===== config.mk =====
export PLATFORM = sky130hd
export DESIGN_NAME = fbp_axil_regs
export DESIGN_NICKNAME = d
export VERILOG_FILES = /design/src/rtl/fbp_axil_regs.sv
export SDC_FILE = /design/constraint.sdc
export NUM_CORES = 1
export LEC_CHECK = 0
export CORE_ASPECT_RATIO = 0.8
export CORE_MARGIN = 2
export CORE_UTILIZATION = 50
export CTS_BUF_LIST = sky130_fd_sc_hd__clkbuf_16
export CTS_CLUSTER_DIAMETER = 80
export DETAILED_ROUTE_END_ITERATION = 12
export GPL_ROUTABILITY_DRIVEN = 1
export HOLD_SLACK_MARGIN = 0.02
export PLACE_DENSITY = 0.85
export RECOVER_POWER = 100
export SLEW_MARGIN = 5
export SYNTH_ARGS = -nofsm -noshare
export SYNTH_HDL_FRONTEND = slang
export SYNTH_SLANG_ARGS = --single-unit

===== constraint.sdc =====
create_clock -name clk -period 4.35 [get_ports clk]
set_input_delay 1.0875 -clock clk [delete_from_list [all_inputs] [get_ports clk]]
set_output_delay 1.0875 -clock clk [all_outputs]
set_load 0.01 [all_outputs]

===== src/rtl/fbp_axil_regs.sv =====
// AXI4-Lite register file for the FBP accelerator: config, status, and two base-address words.
// Optional macro FBP_REGS_SLVERR_EN: writes to the read-only status offset answer SLVERR instead of OKAY.
module fbp_axil_regs #(
  parameter int          C_S_AXI_DATA_WIDTH         = 32,
  parameter int          C_S_AXI_ADDR_WIDTH         = 4,
  parameter logic [31:0] C_M_TARGET_SLAVE_BASE_ADDR = 32'h60000000
) (
  input  logic                              clk,
  input  logic                              arstn,
  input  logic [C_S_AXI_ADDR_WIDTH-1:0]     s_axi_awaddr,
  input  logic [2:0]                        s_axi_awprot,
  input  logic                              s_axi_awvalid,
  output logic                              s_axi_awready,
  input  logic [C_S_AXI_DATA_WIDTH-1:0]     s_axi_wdata,
  input  logic [C_S_AXI_DATA_WIDTH/8-1:0]   s_axi_wstrb,
  input  logic                              s_axi_wvalid,
  output logic                              s_axi_wready,
  output logic [1:0]                        s_axi_bresp,
  output logic                              s_axi_bvalid,
  input  logic                              s_axi_bready,
  input  logic [C_S_AXI_ADDR_WIDTH-1:0]     s_axi_araddr,
  input  logic [2:0]                        s_axi_arprot,
  input  logic                              s_axi_arvalid,
  output logic                              s_axi_arready,
  output logic [C_S_AXI_DATA_WIDTH-1:0]     s_axi_rdata,
  output logic [1:0]                        s_axi_rresp,
  output logic                              s_axi_rvalid,
  input  logic                              s_axi_rready,
  output logic [3:0]                        slv_reg_valid,
  output logic [C_S_AXI_DATA_WIDTH-1:0]     config_reg0,
  output logic [C_S_AXI_DATA_WIDTH-1:0]     status_reg1,
  output logic [C_S_AXI_DATA_WIDTH-1:0]     angle_data_base_addr_reg2,
  output logic [C_S_AXI_DATA_WIDTH-1:0]     img_base_addr_reg3,
  input  logic [C_S_AXI_DATA_WIDTH-1:0]     slv_reg1_update
);

  logic        aw_full;
  logic [1:0]  aw_addr_q;
  logic        w_full;
  logic [31:0] w_data_q;
  logic [3:0]  w_strb_q;
  logic        aw_hs;
  logic        w_hs;
  logic        ar_hs;
  logic        commit;
  logic        unused_ok;

  assign unused_ok = ^{s_axi_awprot, s_axi_arprot, s_axi_awaddr[1:0], s_axi_araddr[1:0]};

  assign s_axi_awready = arstn & ~aw_full & ~s_axi_bvalid;
  assign s_axi_wready  = arstn & ~w_full & ~s_axi_bvalid;
  assign s_axi_arready = arstn & ~s_axi_rvalid;

  assign aw_hs  = s_axi_awvalid & s_axi_awready;
  assign w_hs   = s_axi_wvalid & s_axi_wready;
  assign ar_hs  = s_axi_arvalid & s_axi_arready;
  assign commit = aw_full & w_full & ~s_axi_bvalid;

  function automatic logic [31:0] merge_strb(input logic [31:0] old_val,
                                             input logic [31:0] new_val,
                                             input logic [3:0]  strb);
    logic [31:0] r;
    r = old_val;
    for (int unsigned i = 0; i < 4; i++) begin
      if (strb[i]) r[8*i +: 8] = new_val[8*i +: 8];
    end
    return r;
  endfunction

  // Write path: AW and W land in independent holding slots; the commit fires once both are full.
  always_ff @(posedge clk) begin
    if (!arstn) begin
      aw_full                   <= 1'b0;
      aw_addr_q                 <= '0;
      w_full                    <= 1'b0;
      w_data_q                  <= '0;
      w_strb_q                  <= '0;
      s_axi_bvalid              <= 1'b0;
      s_axi_bresp               <= '0;
      slv_reg_valid             <= '0;
      config_reg0               <= '0;
      status_reg1               <= '0;
      angle_data_base_addr_reg2 <= C_M_TARGET_SLAVE_BASE_ADDR;
      img_base_addr_reg3        <= C_M_TARGET_SLAVE_BASE_ADDR;
    end else begin
      slv_reg_valid <= '0;
      status_reg1   <= slv_reg1_update;
      if (aw_hs) begin
        aw_full   <= 1'b1;
        aw_addr_q <= s_axi_awaddr[3:2];
      end
      if (w_hs) begin
        w_full   <= 1'b1;
        w_data_q <= s_axi_wdata;
        w_strb_q <= s_axi_wstrb;
      end
      if (commit) begin
        aw_full      <= 1'b0;
        w_full       <= 1'b0;
        s_axi_bvalid <= 1'b1;
`ifdef FBP_REGS_SLVERR_EN
        s_axi_bresp  <= (aw_addr_q == 2'd1) ? 2'b10 : 2'b00;
`else
        s_axi_bresp  <= 2'b00;
`endif
        case (aw_addr_q)
          2'd0: begin
            config_reg0   <= merge_strb(config_reg0, w_data_q, w_strb_q);
            slv_reg_valid <= 4'b0001;
          end
          2'd2: begin
            angle_data_base_addr_reg2 <= merge_strb(angle_data_base_addr_reg2, w_data_q, w_strb_q);
            slv_reg_valid             <= 4'b0100;
          end
          2'd3: begin
            img_base_addr_reg3 <= merge_strb(img_base_addr_reg3, w_data_q, w_strb_q);
            slv_reg_valid      <= 4'b1000;
          end
          default: ;
        endcase
      end else if (s_axi_bvalid && s_axi_bready) begin
        s_axi_bvalid <= 1'b0;
      end
    end
  end

  // Read path samples pre-edge register values, so a same-edge commit is not visible.
  always_ff @(posedge clk) begin
    if (!arstn) begin
      s_axi_rvalid <= 1'b0;
      s_axi_rdata  <= '0;
      s_axi_rresp  <= '0;
    end else if (ar_hs) begin
      s_axi_rvalid <= 1'b1;
      s_axi_rresp  <= 2'b00;
      case (s_axi_araddr[3:2])
        2'd0:    s_axi_rdata <= config_reg0;
        2'd1:    s_axi_rdata <= status_reg1;
        2'd2:    s_axi_rdata <= angle_data_base_addr_reg2;
        default: s_axi_rdata <= img_base_addr_reg3;
      endcase
    end else if (s_axi_rvalid && s_axi_rready) begin
      s_axi_rvalid <= 1'b0;
    end
  end

endmodule


Word level (Yosys, flattened, before mapping). Cells that the tools add are included. W data, S select, Z words.

$add $sub $neg: 0. Multipliers: 0. Divide/modulo/power cells: 0. Order comparisons: 0. Equality and inequality tests: 4. Shifts and indexed selects: 0. Mux-type cells: 6. Bitwise operators: 15. Reductions and logical operators: 20.

Operator list (count): $pmux W32 S3 (1); $reduce_and A3 Y1 (12); $pmux W4 S3 (1); $and A1 B1 Y1 (10); $eq A2 B2 Y1 const B (3); $not A1 Y1 (5); $logic_not A2 Y1 (2); $mux W1 (4); $reduce_bool A2 Y1 (2); $eq A2 B1 Y1 const B (1); $logic_and A1 B1 Y1 (2); $reduce_and A2 Y1 (1); $reduce_or A2 Y1 (1).

Register bits after elaboration: 206. Latch bits: 0. Bits in writable memories: 0. Bits in read-only memories: 0. Bits of input ports: 89. Output and inout port bits: 173. Logic and storage cells: 67. Memories: 0.

Logic depth before layout (Yosys ltp). Gate-level depths: netlist of the first run.

Depth after elaboration: 4. Depth in mapped cells: 6. Mapped depth without buffers: 3.

Worst setup path after synthesis of the first run. OpenSTA, ideal clock, no wires.

Kind: input port to output port. Start: in arstn. End: out s_axi_arready. Data arrival time: 1852 ps. Required time: 3263 ps. Path slack: 1411 ps. Cell stages on the path: 4. Buffers on the path: 3. Path through: buf_2 > buf_2 > clkbuf_1 > nor2b_1.

Cells in the longest elaborated chain, start to end: 1.

Ends and longest elaborated chain: start, declared (line 9) `input logic arstn,`; $and A1 B1 Y1 (line 52) `assign s_axi_arready = arstn & ~s_axi_rvalid;`; end, declared (line 24) `output logic s_axi_arready,`.

Every way passes these cells.

Final worst setup path of the first run.
Start: in arstn. End: out s_axi_awready.

Cells in the longest elaborated chain, start to end: 2.

Ends and longest elaborated chain: $and A1 B1 Y1 (2 in a row) (line 50) `assign s_axi_awready = arstn & ~aw_full & ~s_axi_bvalid;`; end, declared (line 13) `output logic s_axi_awready,`.

Every way passes these cells.

==> results of run 1 <==
-- worst max-delay path, cell delays in order --
cell	delay, ns
buf_6	0.30
nand2b_1	0.13
nor2_1	0.09
dlygate4sd3_1	0.64
-- power breakdown --
group | switching [mW] | internal (mW) | total (mW)
clock network | 0.712 | 0.994 | 1.71
registers | 0.0317 | 1.92 | 1.95
logic | 0.153 | 0.157 | 0.310
total | 0.896 | 3.07 | 3.97
-- worst max path at each step --
stage | start | end | slack [ns] | cells past startpoint
2_1_floorplan | arstn | s_axi_arready | 1.41 | 4
4_1_cts | arstn | s_axi_awready | 1.04 | 4
6_report | arstn | s_axi_awready | 0.99 | 4
3_3_place_gp | arstn | s_axi_awready | 1.04 | 4
5_1_grt | arstn | s_axi_awready | 0.91 | 4
3_5_place_dp | arstn | s_axi_awready | 1.04 | 4
-- logic make-up (layout without fill, tap and decap cells) --
family / count (synthesis) / after routing
compound gates: 88 / 88
simple gates: 334 / 334
mux: 122 / 122
buf+inv: 64 / 289
other cells: 1 / 7
flops: 205 / 205
-- area by class of cell --
type                    instances  share of cell area [%]
flip-flops and latches        205                   36.30
multi-input cells             549                   33.29
repair buffers                253                   22.23
clock buffers                  21                   4.648
well taps                     220                   2.434
clock inverters                15                   1.062
diodes                          2                 0.04426
-- sequential cells by signal, summed over array words and instances, names as in the netlist, 2 cells and up --
signal and cells:
angle_data_base_addr_reg2 32, config_reg0 32, img_base_addr_reg3 32, s_axi_rdata 32, status_reg1 32, w_data_q 32
w_strb_q 4, slv_reg_valid 3, aw_addr_q 2
-- layer usage --
layer  global-route usage, %  share of wire [%]  up-vias
li1                        -                  -     3169
met1                   32.45                 44     3165
met2                   40.09                 47      232
met3                   6.360                7.5       28
met4                   6.012                1.7        0
met5                       0                  0        -
-- cell usage in the layout, fill, tap and decap left out, types with 2 or more instances in the layout --
cell,count
nor2b_1,12
clkdlybuf4s50_1,65
nand3_4,3
o211a_1,2
clkbuf_2,2
nand3_1,12
and4bb_1,2
and3_1,2
nor3b_1,3
dlygate4sd3_1,178
clkbuf_16,21
bufinv_16,2
a21boi_0,43
dfxtp_1,205
nand4_4,2
nand2_1,251
nor2_1,3
clkinv_1,5
buf_2,2
inv_1,2
conb_1,5
o21ai_1,11
o21ai_0,29
mux2i_1,90
clkinv_2,5
mux4_2,32
a21boi_1,2
buf_4,4
diode_2,2
nand2b_1,2
and2_0,12
and2_1,21
==> metrics list, run 1 <==
- The run finished, with violations left.
* Violated checks: max-capacitance violations, max-slew violations
- The biggest area contributor in the post-synthesis netlist is dfxtp_1.
- After detailed routing, the average wire length per cell comes to roughly 17 um.
- The endpoint identified for the worst register-to-register timing path is config_reg0[22]$_SDFFE_PN0P_.
* Post-cts repair resize count: 0
- Sequential cell area: ~4000 um^2
* Synth-to-Final Area Change: 36.68%
- Total power per unit cell area: roughly 350 nW/um^2
- The routed layout has around 6.6k vias.
- For flop-to-flop paths, the worst setup slack is 1.32 ns.
- Top_reg_cell synth: dfxtp_1
- Class of the tightest hold or removal check: reg -> reg
- Clock slew at the register clock pins of the worst setup and hold paths: 0.06 ns
* Leakage: 5.027 nW
- The worst register-to-register path begins at aw_full$_SDFFE_PP0P_.
* Congestion Overflow GR: 0
- Worst slack, placed: roughly 1.0 ns
- Fraction of synthesized cell area taken by the top area cell type: a little under 50%
- Entering global routing, the biggest net connects around 100 pins.
- Cell Area, Synth: just over 8000 um^2
- In the post-synthesis netlist, the cell with the most instances is nand2_1.
* Iter 0 DRT Violations: around 270
* Highest net fanout along the worst path: 57
- Counting flops with an async set or reset pin after synthesis yields a share of 0%.
* Deepest clock path buffer count: 3
* Port Buffer Count: about 250
- End point of the most critical hold path: s_axi_rdata[19]$_SDFFE_PN0P_
* Proportion of synthesized chip area in sequential cells: 49.61%
- In the finished design, the share of the clock period the worst path needs comes to between 70% and 80%.
* Sum of net half-perimeters after detailed placement: roughly 15,000 um
- Die outline area: between 15,000 and 20,000 um^2
- Final hold analysis gives a worst-case slack of ~0.45 ns.
* #FFs+latches synth: roughly 210
- Wire length of the first global-routing pass: about 34,000 um
- During I/O placement, the number of pins put on the boundary was ~260.
* Root cell of the clock tree: clkbuf_16
- Derived from the worst setup path, the maximum achievable clock frequency is between 200 and 300 MHz.
- Standard cell core area: ~16,000 um^2
* Synth Area in XOR/XNOR: 0%
- Simple-Gate Fraction of Synth Area: about a fifth
* Clock sinks: just over 200
- Post-place instance area: about 11,000 um^2
- For this run, the number of Yosys warnings is 0.
- Summing the areas of all compound-gate instances in the mapped netlist gives between 6 and 7% of the synthesized area.
- TritonCTS Buffers: 20
- Crit path launch type: input pin
- The count of cells in the finished layout, fillers not included, comes to roughly 1.3k.
- First-pass iteration count of the detailed router: 5
* Effective utilization at floorplan: 50.62%
* Proportion of synthesized area in mux cells: about a fifth
- Ranked by total cell area, the synthesized netlist is headed by dfxtp_1, nand2_1, mux2i_1.
* Number of standard-cell rows in the floorplan: 42
- Final net count: 1,118
- Once routing completed, OpenROAD measured the worst setup slack at between 0.9 and 1 ns.
- Placed instance count: 1,227
- Setup violations remaining at the end of the flow were counted as 0.
- Number of endpoints with negative hold slack in the final report: 0
- All-Layer GR Usage: between 20% and 30%
- Number of setup buffers added after CTS: 0
* Syn Inst Count: ~810
- Minimum clock period after layout: between 3 and 4 ns
* Clock network latency to the later pin of the worst-skew pair: slightly below 0.5 ns
* Clock tree from TritonCTS: yes
* Adder and majority gate portion of the synthesized area: 0%
* H-tree levels: 1
* Worst IR Drop VDD: roughly 0.00024 V
- Data on the critical path arrives at its endpoint at about 2.3 ns.
- Number of max-slew violations in the final report: between 200 and 250
- At the pin with the least slew margin, the transition time is ~1.7 ns.
* Commonest cells in the netlist: nand2_1, dfxtp_1, mux2i_1, a21boi_1, o21ai_1
- Remaining antenna violation count after routing: 0
- Cells with a size suffix above 1 make up between 7 and 8% of the layout.
* Startpoint-to-endpoint class of the critical path: in -> out
- Depth of the worst register-to-register path: 3
- Vias per cell: roughly 5.2
* Post-synth EDFFs: 0
- DRC Markers: 0
* Die Ht: 119.1 um
* Width of the die: between 100 and 150 um
* Vias in the first global route: 6,379
* CP endpoint kind: primary output
* Routed WL: about 22,000 um
- The multi-input combinational cells in the finished layout cover a total of between 3000 and 4000 um^2.
* Filler cell count in the final layout: ~1.2k
- Mean area per synthesized cell: about 10 um^2
* Combinational family with the most area after synthesis: simple AND/OR/NAND/NOR gates
- Total power for the finished layout comes to about 4.0 mW.
- At the worst endpoint, the required time is about 3.3 ns.
- Initial antenna violation count: 2
* Slew headroom: -16.21%
* RSZ-0062 raised after global routing: no
- Total negative setup slack: 0 ns
* Hold-fix buffers, CTS: 0
- In this run the most critical hold path is launched from s_axi_rdata[19]$_SDFFE_PN0P_.
- Max-cap violations in this run came to 4.
* Clock tree skew after final layout: ~0.021 ns
* Final design area excluding fillers: approximately 11,000 um^2
- WHS Path Cells: 2
- Routability-driven placement congestion ratio: 0.7934
* Utilization after layout: 69.19%
- Number of library cell types mapped by synthesis: 34
Power figures use the tool's default switching activity.
==> inputs of run 2 (changes only) <==
--- a/config.mk
+++ b/config.mk
@@ -7,13 +7,13 @@
 export LEC_CHECK = 0
 export CORE_ASPECT_RATIO = 0.8
 export CORE_MARGIN = 2
-export CORE_UTILIZATION = 50
+export CORE_UTILIZATION = 47
 export CTS_BUF_LIST = sky130_fd_sc_hd__clkbuf_16
 export CTS_CLUSTER_DIAMETER = 80
 export DETAILED_ROUTE_END_ITERATION = 12
 export GPL_ROUTABILITY_DRIVEN = 1
 export HOLD_SLACK_MARGIN = 0.02
-export PLACE_DENSITY = 0.85
+export PLACE_DENSITY = 0.81
 export RECOVER_POWER = 100
 export SLEW_MARGIN = 5
 export SYNTH_ARGS = -nofsm -noshare
==> constraint.sdc (replaced) <==
create_clock -name clk -period 3.2 [get_ports clk]
set_input_delay 0.8 -clock clk [delete_from_list [all_inputs] [get_ports clk]]
set_output_delay 0.8 -clock clk [all_outputs]
set_load 0.01 [all_outputs]
==> run 2 against run 1 <==
Compared with the run above: the run now ends clean; design area barely moved; clock power increased by 26%; cell count grew 0.55%; critical path depth shrank 1; largest power group unchanged.
==> metrics list, run 2 (synthesis results as in run 1) <==
- The H-tree depth reported by CTS came to 1 (unchanged).
- Peak per-stage delay on the critical path: 0.61 ns (-0.03 ns)
* Standard cell core area: 17,270 um^2 (+5.7%)
* Final net count: 1,123 (+0.45%)
- DRC Markers: 0 (unchanged)
- Total power per unit cell area: 463.6 nW/um^2 (+32%)
- Worst IR Drop VDD: 0.0003250 V (+37%)
* Met2 GRT Util: 36.60% (-3.5 points)
* Post-place instance area: 10,820 um^2 (+0.80%)
* Leakage: 4.988 nW (-0.78%)
- Terminus of the critical flop-to-flop path: img_base_addr_reg3[5]$_SDFFE_PN0P_
- Port Buffer Count: 246 (unchanged)
- Share of total power in combinational logic: 8.2% (+0.4 points)
- The met3 global-route usage is 6.003% (-0.36 points).
- Clock sinks: 205 (unchanged)
- The final design area excluding fillers came to 11,310 um^2 (about the same).
- The worst hold path begins at s_axi_rdata[11]$_SDFFE_PN0P_.
* Congestion Overflow GR: 0 (unchanged)
* Critical path buffers and inverters: 1 (-1)
- The global-route wire length before repair came to 33,550 um (-2.4%).
* Hold-fix buffers, CTS: 0 (unchanged)
- The maximum root-to-sink buffer count came to 3 (unchanged).
- Synth-to-Final Area Change: 36.66% (about the same)
- The power after layout is 5.242 mW (+32%).
- The switching power is 1.219 mW (+36%).
- Clock tree skew after final layout: 0.009745 ns (-0.01145 ns)
* Total negative setup slack: 0 ns (unchanged)
- Endpoints failing setup: 0 (unchanged)
* Total internal power: 4.023 mW (+31%)
- The vertical extent of the die was 122.7 um (+3.0%).
- Number of endpoints with negative hold slack in the final report: 0 (unchanged)
- WHS Path Cells: 2 (unchanged)
- Root cell of the clock tree: clkbuf_16
* Die outline area: 18,690 um^2 (+6.2%)
* TritonCTS Buffers: 21 (+5.0%)
- Master of the slowest instance on the critical path: dlygate4sd3_1
* Met1 usage in global routing: 29.67% (-2.8 points)
* Number of standard-cell rows in the floorplan: 43 (+2.4%)
- After layout, the worst path uses a little over four fifths of the clock period.
- Vias in the first global route: 6,364 (-0.24%)
- End point of the most critical hold path: s_axi_rdata[11]$_SDFFE_PN0P_
* Antenna diode instance count: 0 (-2)
* Most used cells in the layout excluding fill and tap cells: nand2_1, dfxtp_1, dlygate4sd3_1
- Share of power burned in the clock network: 41.2% (-1.8 points)
- The number of ports placed on the die boundary came to 262 (unchanged).
- All-Layer GR Usage: 22.22% (-2.2 points)
- Fraction of layout instances using a drive strength above 1: 7.545% (+0.067 points)
- Clock network latency to the later pin of the worst-skew pair: 0.49 ns (about the same)
- The ratio of routed vias to standard cells came to 5.083 (-2.5%).
- Worst reg2reg setup slack: 1.07 ns (-0.25 ns)
- Sum of net half-perimeters after detailed placement: 14,860 um (-0.55%)
- Sequential share of power: 50.6% (+1.4 points)
* Vias: 6,466 (-1.9%)
- The initial core utilization was 47.90% (-2.7 points).
- Fraction of power spent switching nets: 23.25% (+0.66 points)
- Filler cell count in the final layout: 1,392 (+12%)
- Walking the worst path, the cells encountered are nand2b_1, nor2_1, dlygate4sd3_1.
- The depth of the worst register-to-register path is 3 (unchanged).
- The routability congestion estimate from global placement came to 0.7761 (-2.2%).
- Data required, critical path: 2.40 ns (-0.86 ns)
- Iter 0 DRT Violations: 333 (+25%)
* Kind of cell adding the most delay to the critical path: buffers and inverters
* Most common library cell in the layout ignoring fill and taps: nand2_1
* Transition time of the tightest slew-check pin: 1.256 ns (-0.4870 ns)
- Maxcap violations: 0 (-4)
* Routed WL: 21,450 um (-1.9%)
* Minimum clock period after layout: 2.666 ns
* Slew headroom: 16.26% (+32 points)
* Crit path launch type: register
* Post-cts repair resize count: 0 (unchanged)
* Run status: finished, final reports clean
* CP endpoint kind: primary output
- The post-CTS setup-driven buffer insertion count is 0 (unchanged).
* Highest net fanout along the worst path: 13 (-77%)
- Launch point of the worst reg-to-reg path: w_full$_SDFFE_PP0P_
- Maximum clock frequency: about 380 MHz
* Clock slew at the register clock pins of the worst setup and hold paths: 0.06 ns (about the same)
* Global route hottest layer: met2
- First-pass iteration count of the detailed router: 5 (unchanged)
- Number of max-slew violations in the final report: 0 (-100%)
- TritonCTS built the clock tree.
* Remaining antenna violation count after routing: 0 (unchanged)
- The maximum number of pins on one net before global-route repair is 225 (+120%).
- Data arrival time of the critical path: 1.87 ns (-0.40 ns)
* Initial antenna violation count: 0 (-2)
- Startpoint-to-endpoint class of the critical path: reg -> out
* Class of the tightest hold or removal check: reg -> reg
* WL/cell: 16.86 um (-2.4%)
- RSZ-0062 raised after global routing: no
- The width of the die came to 152.3 um (+3.1%).
- Utilization after layout: 65.46% (-3.7 points)
run 2: power by group through the flow:
stage / Sequential [mW] / Combinational (mW) / Clock, mW
after floorplan: 2.71 / 0.243 / 0
after global placement: 2.71 / 0.454 / 0
after detailed placement: 2.71 / 0.461 / 0
after CTS: 2.66 / 0.462 / 2.21
after global routing: 2.66 / 0.466 / 2.31
final: 2.65 / 0.429 / 2.16
run 2: metrics by stage:
step                setup WS (ns)  hold slack [ns]  std cells
floorplan                  0.8359           0.4353        818
global placement           0.6564           0.4347       1236
detailed placement         0.6560           0.4408       1236
CTS                        0.5839           0.4491       1272
global route               0.4264           0.4662       1272
finish                     0.5336           0.4512       1272
run 2: worst max path at each step:
stage,startpoint,to,slack [ns],depth (start not counted)
after CTS,s_axi_bvalid$_SDFFE_PN0P_,s_axi_awready,0.58,3
after detailed placement,arstn,s_axi_awready,0.66,4
after global placement,arstn,s_axi_wready,0.66,4
after floorplan,arstn,s_axi_arready,0.84,4
final,s_axi_bvalid$_SDFFE_PN0P_,s_axi_awready,0.53,3
after global routing,s_axi_bvalid$_SDFFE_PN0P_,s_axi_awready,0.43,3
run 2: layout make-up:
type	count	area, um^2	share of cell area (%)
flip-flops and latches	205	4104	36.30
well taps	225	281.5	2.490
clock buffers	21	525.5	4.648
repair buffers	257	2587	22.89
clock inverters	15	68.82	0.6087
multi-input cells	549	3739	33.07
run 2: layer usage:
layer | wire length (um) | share of wire [%]
met5 | 0 | 0
met4 | 312 | 1.5
met3 | 1587 | 7.4
met2 | 9852 | 46
met1 | 9697 | 45
run 2: worst min-delay path, stage by stage (launching register included):
cell and delay (ns):
dfxtp_1 0.30, nand2_1 0.05, o21ai_0 0.05
